File: src/rtl/uart_rx_fifo_if.sv
// Bundle of the UART RX FIFO write, read and status signals between receiver/consumer and the FIFO.
// Latency: none; this is wiring only.
// Backpressure: rd_ready from the consumer; the write side has none, and a dropped push is reported via overrun.
// Optional almost_full member present only when UART_RX_FIFO_WMARK_EN is defined.
interface uart_rx_fifo_if #(
    parameter int DEPTH  = 16,
    parameter int DATA_W = 8
);
    localparam int CNT_W = $clog2(DEPTH) + 1;

    logic              wr_en;
    logic [DATA_W-1:0] wr_data;
    logic              rd_ready;
    logic              rd_valid;
    logic [DATA_W-1:0] rd_data;
    logic [CNT_W-1:0]  count;
    logic              full;
    logic              empty;
    logic              overrun;
    logic              ovr_clr;
    logic              flush;
`ifdef UART_RX_FIFO_WMARK_EN
    logic              almost_full;
`endif

    // Receiver plus consumer side: drives strobes, observes FIFO state
    modport master (
        output wr_en, wr_data, rd_ready, ovr_clr, flush,
        input  rd_valid, rd_data, count, full, empty, overrun
`ifdef UART_RX_FIFO_WMARK_EN
        , input almost_full
`endif
    );

    // FIFO side
    modport slave (
        input  wr_en, wr_data, rd_ready, ovr_clr, flush,
        output rd_valid, rd_data, count, full, empty, overrun
`ifdef UART_RX_FIFO_WMARK_EN
        , output almost_full
`endif
    );
endinterface

File: src/rtl/uart_rx_fifo.sv
// Byte FIFO behind the UART receiver: captures rx_done bytes and serves them first-word fall-through.
// Latency: a byte pushed at edge N is on rd_data with rd_valid=1 in cycle N+1.
// Backpressure: rd_ready stalls reads; a push while full and not popping is dropped and sets sticky overrun.
// Optional feature macro: UART_RX_FIFO_WMARK_EN adds almost_full = (count >= WMARK).
module uart_rx_fifo #(
    parameter int DEPTH  = 16,
    parameter int DATA_W = 8,
    parameter int WMARK  = 12
) (
    input  logic            clk,
    input  logic            rstn,
    uart_rx_fifo_if.slave   bus
);
    localparam int PTR_W = $clog2(DEPTH);
    localparam int CNT_W = PTR_W + 1;

    // Parameter sanity, caught at elaboration
    if ((DEPTH < 2) || ((DEPTH & (DEPTH - 1)) != 0)) begin : g_bad_depth
        $error("uart_rx_fifo: DEPTH must be a power of two >= 2");
    end
    if ((WMARK < 1) || (WMARK > DEPTH)) begin : g_bad_wmark
        $error("uart_rx_fifo: WMARK must be in 1..DEPTH");
    end

    logic [DATA_W-1:0] mem [DEPTH];
    logic [PTR_W-1:0]  wr_ptr;
    logic [PTR_W-1:0]  rd_ptr;
    logic [CNT_W-1:0]  count_q;
    logic              overrun_q;

    logic full_c;
    logic empty_c;
    logic pop;
    logic push;
    logic drop;

    assign full_c  = (count_q == CNT_W'(DEPTH));
    assign empty_c = (count_q == '0);

    // Flush wins over everything: a coincident byte is discarded, not counted as an overrun
    assign pop  = !empty_c && bus.rd_ready && !bus.flush;
    assign push = bus.wr_en && (!full_c || pop) && !bus.flush;
    assign drop = bus.wr_en && full_c && !pop && !bus.flush;

    // Pointers and occupancy; pointers wrap naturally at DEPTH
    always_ff @(posedge clk or negedge rstn) begin
        if (!rstn) begin
            wr_ptr  <= '0;
            rd_ptr  <= '0;
            count_q <= '0;
        end else if (bus.flush) begin
            wr_ptr  <= '0;
            rd_ptr  <= '0;
            count_q <= '0;
        end else begin
            if (push) wr_ptr <= wr_ptr + PTR_W'(1);
            if (pop)  rd_ptr <= rd_ptr + PTR_W'(1);
            case ({push, pop})
                2'b10:   count_q <= count_q + CNT_W'(1);
                2'b01:   count_q <= count_q - CNT_W'(1);
                default: count_q <= count_q;
            endcase
        end
    end

    // Storage array; contents are don't-care until written
    always_ff @(posedge clk) begin
        if (push) mem[wr_ptr] <= bus.wr_data;
    end

    // Sticky overrun; a new drop beats a coincident clear, flush leaves it alone
    always_ff @(posedge clk or negedge rstn) begin
        if (!rstn) begin
            overrun_q <= 1'b0;
        end else if (drop) begin
            overrun_q <= 1'b1;
        end else if (bus.ovr_clr) begin
            overrun_q <= 1'b0;
        end
    end

    assign bus.count    = count_q;
    assign bus.full     = full_c;
    assign bus.empty    = empty_c;
    assign bus.rd_valid = !empty_c;
    assign bus.rd_data  = empty_c ? '0 : mem[rd_ptr];
    assign bus.overrun  = overrun_q;
`ifdef UART_RX_FIFO_WMARK_EN
    assign bus.almost_full = (count_q >= CNT_W'(WMARK));
`endif
endmodule

File: src/flat_wrapper.sv
// flat-port wrapper written by rule: the top's interface ports become plain ports
module uart_rx_fifo_flat 
#(
    parameter int DEPTH  = 16,
    parameter int DATA_W = 8,
    parameter int WMARK  = 12
)
  (clk, rstn, bus_wr_en, bus_wr_data, bus_rd_ready, bus_ovr_clr, bus_flush, bus_rd_valid, bus_rd_data, bus_count, bus_full, bus_empty, bus_overrun);
  uart_rx_fifo_if #(.DEPTH(DEPTH), .DATA_W(DATA_W)) bus_i ();
  input  logic clk;
  input  logic rstn;
  input wire logic [$bits(bus_i.wr_en)-1:0] bus_wr_en;
  input wire logic [$bits(bus_i.wr_data)-1:0] bus_wr_data;
  input wire logic [$bits(bus_i.rd_ready)-1:0] bus_rd_ready;
  input wire logic [$bits(bus_i.ovr_clr)-1:0] bus_ovr_clr;
  input wire logic [$bits(bus_i.flush)-1:0] bus_flush;
  output wire logic [$bits(bus_i.rd_valid)-1:0] bus_rd_valid;
  output wire logic [$bits(bus_i.rd_data)-1:0] bus_rd_data;
  output wire logic [$bits(bus_i.count)-1:0] bus_count;
  output wire logic [$bits(bus_i.full)-1:0] bus_full;
  output wire logic [$bits(bus_i.empty)-1:0] bus_empty;
  output wire logic [$bits(bus_i.overrun)-1:0] bus_overrun;
  assign bus_i.wr_en = bus_wr_en;
  assign bus_i.wr_data = bus_wr_data;
  assign bus_i.rd_ready = bus_rd_ready;
  assign bus_i.ovr_clr = bus_ovr_clr;
  assign bus_i.flush = bus_flush;
  assign bus_rd_valid = bus_i.rd_valid;
  assign bus_rd_data = bus_i.rd_data;
  assign bus_count = bus_i.count;
  assign bus_full = bus_i.full;
  assign bus_empty = bus_i.empty;
  assign bus_overrun = bus_i.overrun;
  uart_rx_fifo #(.DEPTH(DEPTH), .DATA_W(DATA_W), .WMARK(WMARK)) u_core (.clk(clk), .rstn(rstn), .bus(bus_i));
endmodule
File: config.mk
export PLATFORM = sky130hd
export DESIGN_NAME = uart_rx_fifo_flat
export DESIGN_NICKNAME = d
export VERILOG_FILES = /design/src/rtl/uart_rx_fifo_if.sv /design/src/rtl/uart_rx_fifo.sv /design/src/flat_wrapper.sv
export SDC_FILE = /design/constraint.sdc
export NUM_CORES = 1
export LEC_CHECK = 0
export ABC_AREA = 1
export ABC_CLOCK_PERIOD_IN_PS = 5340
export CORE_UTILIZATION = 45
export CTS_CLUSTER_DIAMETER = 30
export CTS_CLUSTER_SIZE = 8
export DETAILED_ROUTE_END_ITERATION = 8
export GPL_TIMING_DRIVEN = 0
export HOLD_SLACK_MARGIN = 0.1
export PLACE_DENSITY = 0.64
export REMOVE_ABC_BUFFERS = 1
export SETUP_SLACK_MARGIN = 0.3
export SLEW_MARGIN = 15
export SYNTH_ARGS = -nofsm -noshare
export SYNTH_HDL_FRONTEND = slang
export SYNTH_SLANG_ARGS = --single-unit
File: constraint.sdc
create_clock -name clk -period 5.34 [get_ports clk]
set_input_delay 1.068 -clock clk [delete_from_list [all_inputs] [get_ports clk]]
set_output_delay 1.068 -clock clk [all_outputs]
set_load 0.01 [all_outputs]
# --- Word-level counts from Yosys, hierarchy flattened ---
# Memory sizes are Yosys's and may differ from the RTL's.
# Cells that the tools add are included.
totals:
  reg_bits: 14
  ram_bits: 128
  mem_count: 1
classes:
  n_addsub: 4
  eq_ne: 3
  mux: 11
  n_reduce_logical: 17
mem_list:
  columns: ["name", "depth", "word_bits", "read_ports", "rd_ports_with_merged_regs", "wr", "line_no", "source"]
  rows:
  - ["u_core.mem", 16, 8, 1, 0, 1, "uart_rx_fifo.sv:25", "logic [DATA_W-1:0] mem [DEPTH];"]
op_table:
  columns: ["operator", "count"]
  rows:
  - ["4-bit 2-to-1 mux", 4]
  - ["5-bit one-hot mux with 2 select lines", 1]
  - ["4-bit by 1-bit adder with 4-bit output (second input constant)", 2]
  - ["8-bit 2-to-1 mux", 1]
  - ["1-bit logical AND", 7]
  - ["2-bit nonzero test", 3]
  - ["5-bit by 1-bit adder with 5-bit output (second input constant)", 1]
  - ["5-bit == test (second input constant)", 1]
  - ["5-bit logical NOT", 1]
  - ["5-bit 2-to-1 mux", 1]
  - ["5-bit by 1-bit subtractor with 5-bit output (second input constant)", 1]
  - ["1-bit logical NOT", 4]
  - ["1-bit 2-to-1 mux", 4]
  - ["3-bit nonzero test", 1]
  - ["2-bit by 1-bit == test with 1-bit output (second input constant)", 1]
  - ["2-bit == test (second input constant)", 1]
  - ["1-bit logical OR", 1]

# --- Depth between registers and ports, before layout ---
# Gate-level depths: netlist of the first run.
logic_depth:
  word_depth: 10
  ltp_mapped: 13
  mapped_depth_nobuf: 13

# --- Worst setup path after synthesis of the first run ---
# Ideal clock, no wire load.
synth_path:
  path_kind: "in2reg"
  from: "input bus_flush"
  to: "memory u_core.mem[0][0], enable pin"
  arrival_ps: 2122
  t_required_ps: 4970
  path_slack_ps: 2848
  stages: 10
  path_cell_list: "inv_2 buf_6 nand3_1 nand2_1 nand2_1 inv_2 nand2_2 inv_4 nand2_2 nor2_1"
synth_via:
  elab_chain_cells: 7
synth_rtl:
  columns: ["item", "line_no", "source"]
  rows:
  - ["start, declared", "flat_wrapper.sv:16", "input wire logic [$bits(bus_i.flush)-1:0] bus_flush;"]
  - ["1-bit logical NOT (*)", "uart_rx_fifo.sv:41, uart_rx_fifo.sv:42", null]
  - ["1-bit logical AND", "uart_rx_fifo.sv:41", "assign pop = !empty_c && bus.rd_ready && !bus.flush;"]
  - ["1-bit logical OR", "uart_rx_fifo.sv:42", "assign push = bus.wr_en && (!full_c || pop) && !bus.flush;"]
  - ["1-bit logical AND", "uart_rx_fifo.sv:42", null]
  - ["1-bit logical AND (*)", "uart_rx_fifo.sv:42", null]
  - ["1-bit 2-to-1 mux (*)", "uart_rx_fifo.sv:68", "if (push) mem[wr_ptr] <= bus.wr_data;"]
  - ["1-bit 2-to-1 mux (implied by the code) (*)", "uart_rx_fifo.sv:68", null]
  - ["end, declared", "uart_rx_fifo.sv:25", null]
# Mark *: on every way between the ends. The rest lies on a longest branch, timed or not.

# --- Final worst setup path of the first run ---
layout_path:
  from: "register u_core.rd_ptr[0]"
  to: "output bus_rd_data[7]"
layout_via:
  elab_chain_cells: 2
layout_rtl:
  columns: ["item", "line_no", "source"]
  rows:
  - ["start, declared", "uart_rx_fifo.sv:27", "logic [PTR_W-1:0] rd_ptr;"]
  - ["start signal, assigned", "uart_rx_fifo.sv:57", "if (pop) rd_ptr <= rd_ptr + PTR_W'(1);"]
  - ["memory read 16 x 8 bit", null, null]
  - ["8-bit 2-to-1 mux", "uart_rx_fifo.sv:86", "assign bus.rd_data = empty_c ? '0 : mem[rd_ptr];"]
  - ["end, declared", "flat_wrapper.sv:18", "output wire logic [$bits(bus_i.rd_data)-1:0] bus_rd_data;"]
# Every way passes these cells.

==> results of run 1 <==
-- power groups by stage --
stage / combinational, mW / sequential, mW / clock (mW)
floorplan: 0.564 / 1.38 / 0
global placement: 0.942 / 1.42 / 0
detailed placement: 0.950 / 1.42 / 0
CTS: 0.955 / 1.40 / 1.22
global route: 1.02 / 1.41 / 1.27
finish: 0.945 / 1.40 / 1.21
-- cell families (layout without fill, tap and decap cells) --
logic type      count (synthesis)  in the layout  share of synthesized area
simple gates                  173            173                      0.125
flops                         142            142                      0.687
compound gates                107            107                      0.118
buf+inv                        45             86                     0.0395
mux                             8              8                     0.0131
fa+ha+maj                       7              7                     0.0143
xor+xnor                        2              2                    0.00287
-- worst max path at each step --
stage | to | cells past startpoint | startpoint | slack, ns
after detailed placement | bus_rd_data[5] | 6 | u_core.rd_ptr[0] | 1.05
after global routing | bus_rd_data[7] | 6 | u_core.rd_ptr[0] | 0.40
after CTS | bus_rd_data[5] | 6 | u_core.rd_ptr[0] | 0.58
final | bus_rd_data[7] | 6 | u_core.rd_ptr[0] | 0.60
after global placement | bus_rd_data[7] | 6 | u_core.rd_ptr[0] | -0.25
after floorplan | bus_rd_data[0] | 5 | u_core.rd_ptr[0] | 1.69
-- routing by layer --
| metal | wire (um) | share of wire | global-route usage |
|---|---|---|---|
| met1 | 5790 | 0.44 | 0.264 |
| met2 | 6500 | 0.49 | 0.326 |
| met3 | 782 | 0.059 | 0.0463 |
| met4 | 220 | 0.017 | 0.0744 |
| met5 | 0 | 0 | 0 |
-- synth_stat cells (4+ instances only) --
cell	number	share of area
edfxtp_1	128	0.63
nand2_1	89	0.055
nor2_1	47	0.029
a21oi_1	37	0.030
o21ai_0	21	0.017
dfrtp_1	14	0.057
inv_1	12	0.0074
nand2_2	11	0.011
nor3_1	10	0.0082
buf_2	9	0.0074
o22ai_1	9	0.0092
inv_2	8	0.0049
mux2i_1	8	0.013
nand3_1	8	0.0066
o221ai_1	8	0.011
a211oi_1	7	0.0086
ha_1	7	0.014
a221oi_2	6	0.015
buf_4	5	0.0061
buf_6	5	0.0092
a21boi_0	4	0.0049
a21boi_1	4	0.0049
-- registers in the layout, indices dropped and copies added (netlist names) --
name	count
u_core.bus.count	5
u_core.bus.overrun	1
u_core.wr_ptr	4
u_core.mem	128
u_core.rd_ptr	4
-- layout make-up --
cell class | count | area (um^2)
fillers | 1137 | 6150
flip-flops and latches | 142 | 4200
multi-input cells | 297 | 1670
clock buffers | 18 | 429
repair buffers | 30 | 300
well taps | 176 | 220
clock inverters | 14 | 174
inverters | 24 | 95.1
-- metrics by stage --
step	cell area [um^2]	total power, mW	hold WS [ns]	setup TNS [ns]	worst slack (ns)
after floorplan	5960	1.95	0.433	0	1.69
after global placement	6480	2.36	0.497	-1.30	-0.249
after detailed placement	6480	2.37	0.521	0	1.05
after CTS	7090	3.58	0.529	0	0.582
after global routing	7090	3.71	0.544	0	0.397
final	7090	3.55	0.524	0	0.596
==> results.json, run 1 <==
{
  "post_cts_resized": 0,
  "vias": 3811,
  "grt_max_degree": 67,
  "fin_crit_ns": 4.74,
  "grt_pass1_wl_um": 20700,
  "clock_latency_ns": 0.41,
  "status": "finished, final reports clean",
  "die_w_um": 118,
  "antennaDiodeCount": 0,
  "grt_antenna_before_repair": 0,
  "crit_arrival_ns": 3.68,
  "synth_edf_count": 128,
  "reg2reg_depth": 10,
  "firstDrtPassIters": 5,
  "cts_made_buffers": 17,
  "stdcell_count": 701,
  "final_core_util": 0.535,
  "grt_pass1_vias": 3817,
  "critPathMaxFanout": 66,
  "slowest_delay_ns": 0.87,
  "ff2ff_setup_slack_ns": 3.02,
  "synth.distinct_cells": 41,
  "wl_per_cell_um": 19.0,
  "fmax_mhz": 211,
  "p_clk_frac": 0.340,
  "finalCritPeriodShare": 0.888,
  "ant_nets": 0,
  "path_class": "register to primary output",
  "gp_congestion": 0.745,
  "cts_sinks": 142,
  "peakVddDrop_mv": 0.341,
  "pwr-share-seq": 0.394,
  "area_delta_synth_final_pct": 16.1,
  "cts.reportedPaths.clkPinSlew_ns": 0.06,
  "core_um2": 13200,
  "portBuffers": 30,
  "io_pins": 31,
  "ys.flop_type": "edfxtp_1",
  "h-tree-depth": 4,
  "maxSlewHeadroom": 0.331,
  "cp-end-kind": "primary output",
  "cts_root_buf": "clkbuf_16",
  "hpwl_um": 7950,
  "maxSlewViolCount": 0,
  "final_common_cell": "edfxtp_1",
  "syn_area_per_cell_um2": 12.6,
  "crit_slowest_cell": "inv_2",
  "synthCells": 484,
  "worstPathCellList": "inv_2, nand2_1, a221oi_2, nor2_1, a211oi_1, clkdlybuf4s50_1",
  "wl_um": 13300,
  "tritoncts": "built",
  "cp-start-kind": "register",
  "grt_overflow": 0,
  "hold_start": "u_core.rd_ptr[3]",
  "fp.dieH_um": 118,
  "die_area_um2": 14000,
  "nets": 533,
  "cts_setup_buffers": 0,
  "dp_cells": 669,
  "worstReg2RegEnd": "u_core.mem[14][4]",
  "syn-cell-area_um2": 6110,
  "drive_above_1_share": 0.133,
  "p_leak_nw": 2.52,
  "min_to": "u_core.rd_ptr[3]",
  "layout_common_cells": "edfxtp_1, nand2_1, nor2_1",
  "yosysWarnings": 0,
  "switchingPower_mw": 1.12,
  "synth_seq_cells": 142,
  "drv_cap": 0,
  "rsz0062_at_grt": "false",
  "power.internal_mw": 2.44,
  "routed_via_density": 5.44,
  "setup_violations": 0,
  "tightest_slew_ns": 1.00,
  "drtIter0Drc": 293,
  "cp_top_family": "buffers and inverters",
  "worstPathRequired_ns": 4.27,
  "powerDensity_nw_per_um2": 501,
  "initial_core_util": 0.461,
  "min-delay-path-class": "register to register",
  "rr_startpoint": "u_core.bus.count[0]",
  "clk_path_buf_depth": 2,
  "cts_hold_buf": 0,
  "drcViolationCount": 0,
  "hold_depth": 1,
  "combPwrFrac": 0.266,
  "synth-async-reset-ratio": 0.0986,
  "hold_violations": 0,
  "switching_share": 0.315,
  "grt_util_all_layers": 0.201,
  "synth-seq-area-share": 0.687,
  "placementRows": 42,
  "finClkSkew_ns": 0.00805,
  "path_buf_inv": 2
}
(Power assumes the default switching activity.)
==> run 2: changes to the inputs <==
- HOLD_SLACK_MARGIN: 0.1 -> 0.12
==> results of run 2 <==
No change in the layout: final DEF, timing and power equal those of run 1.
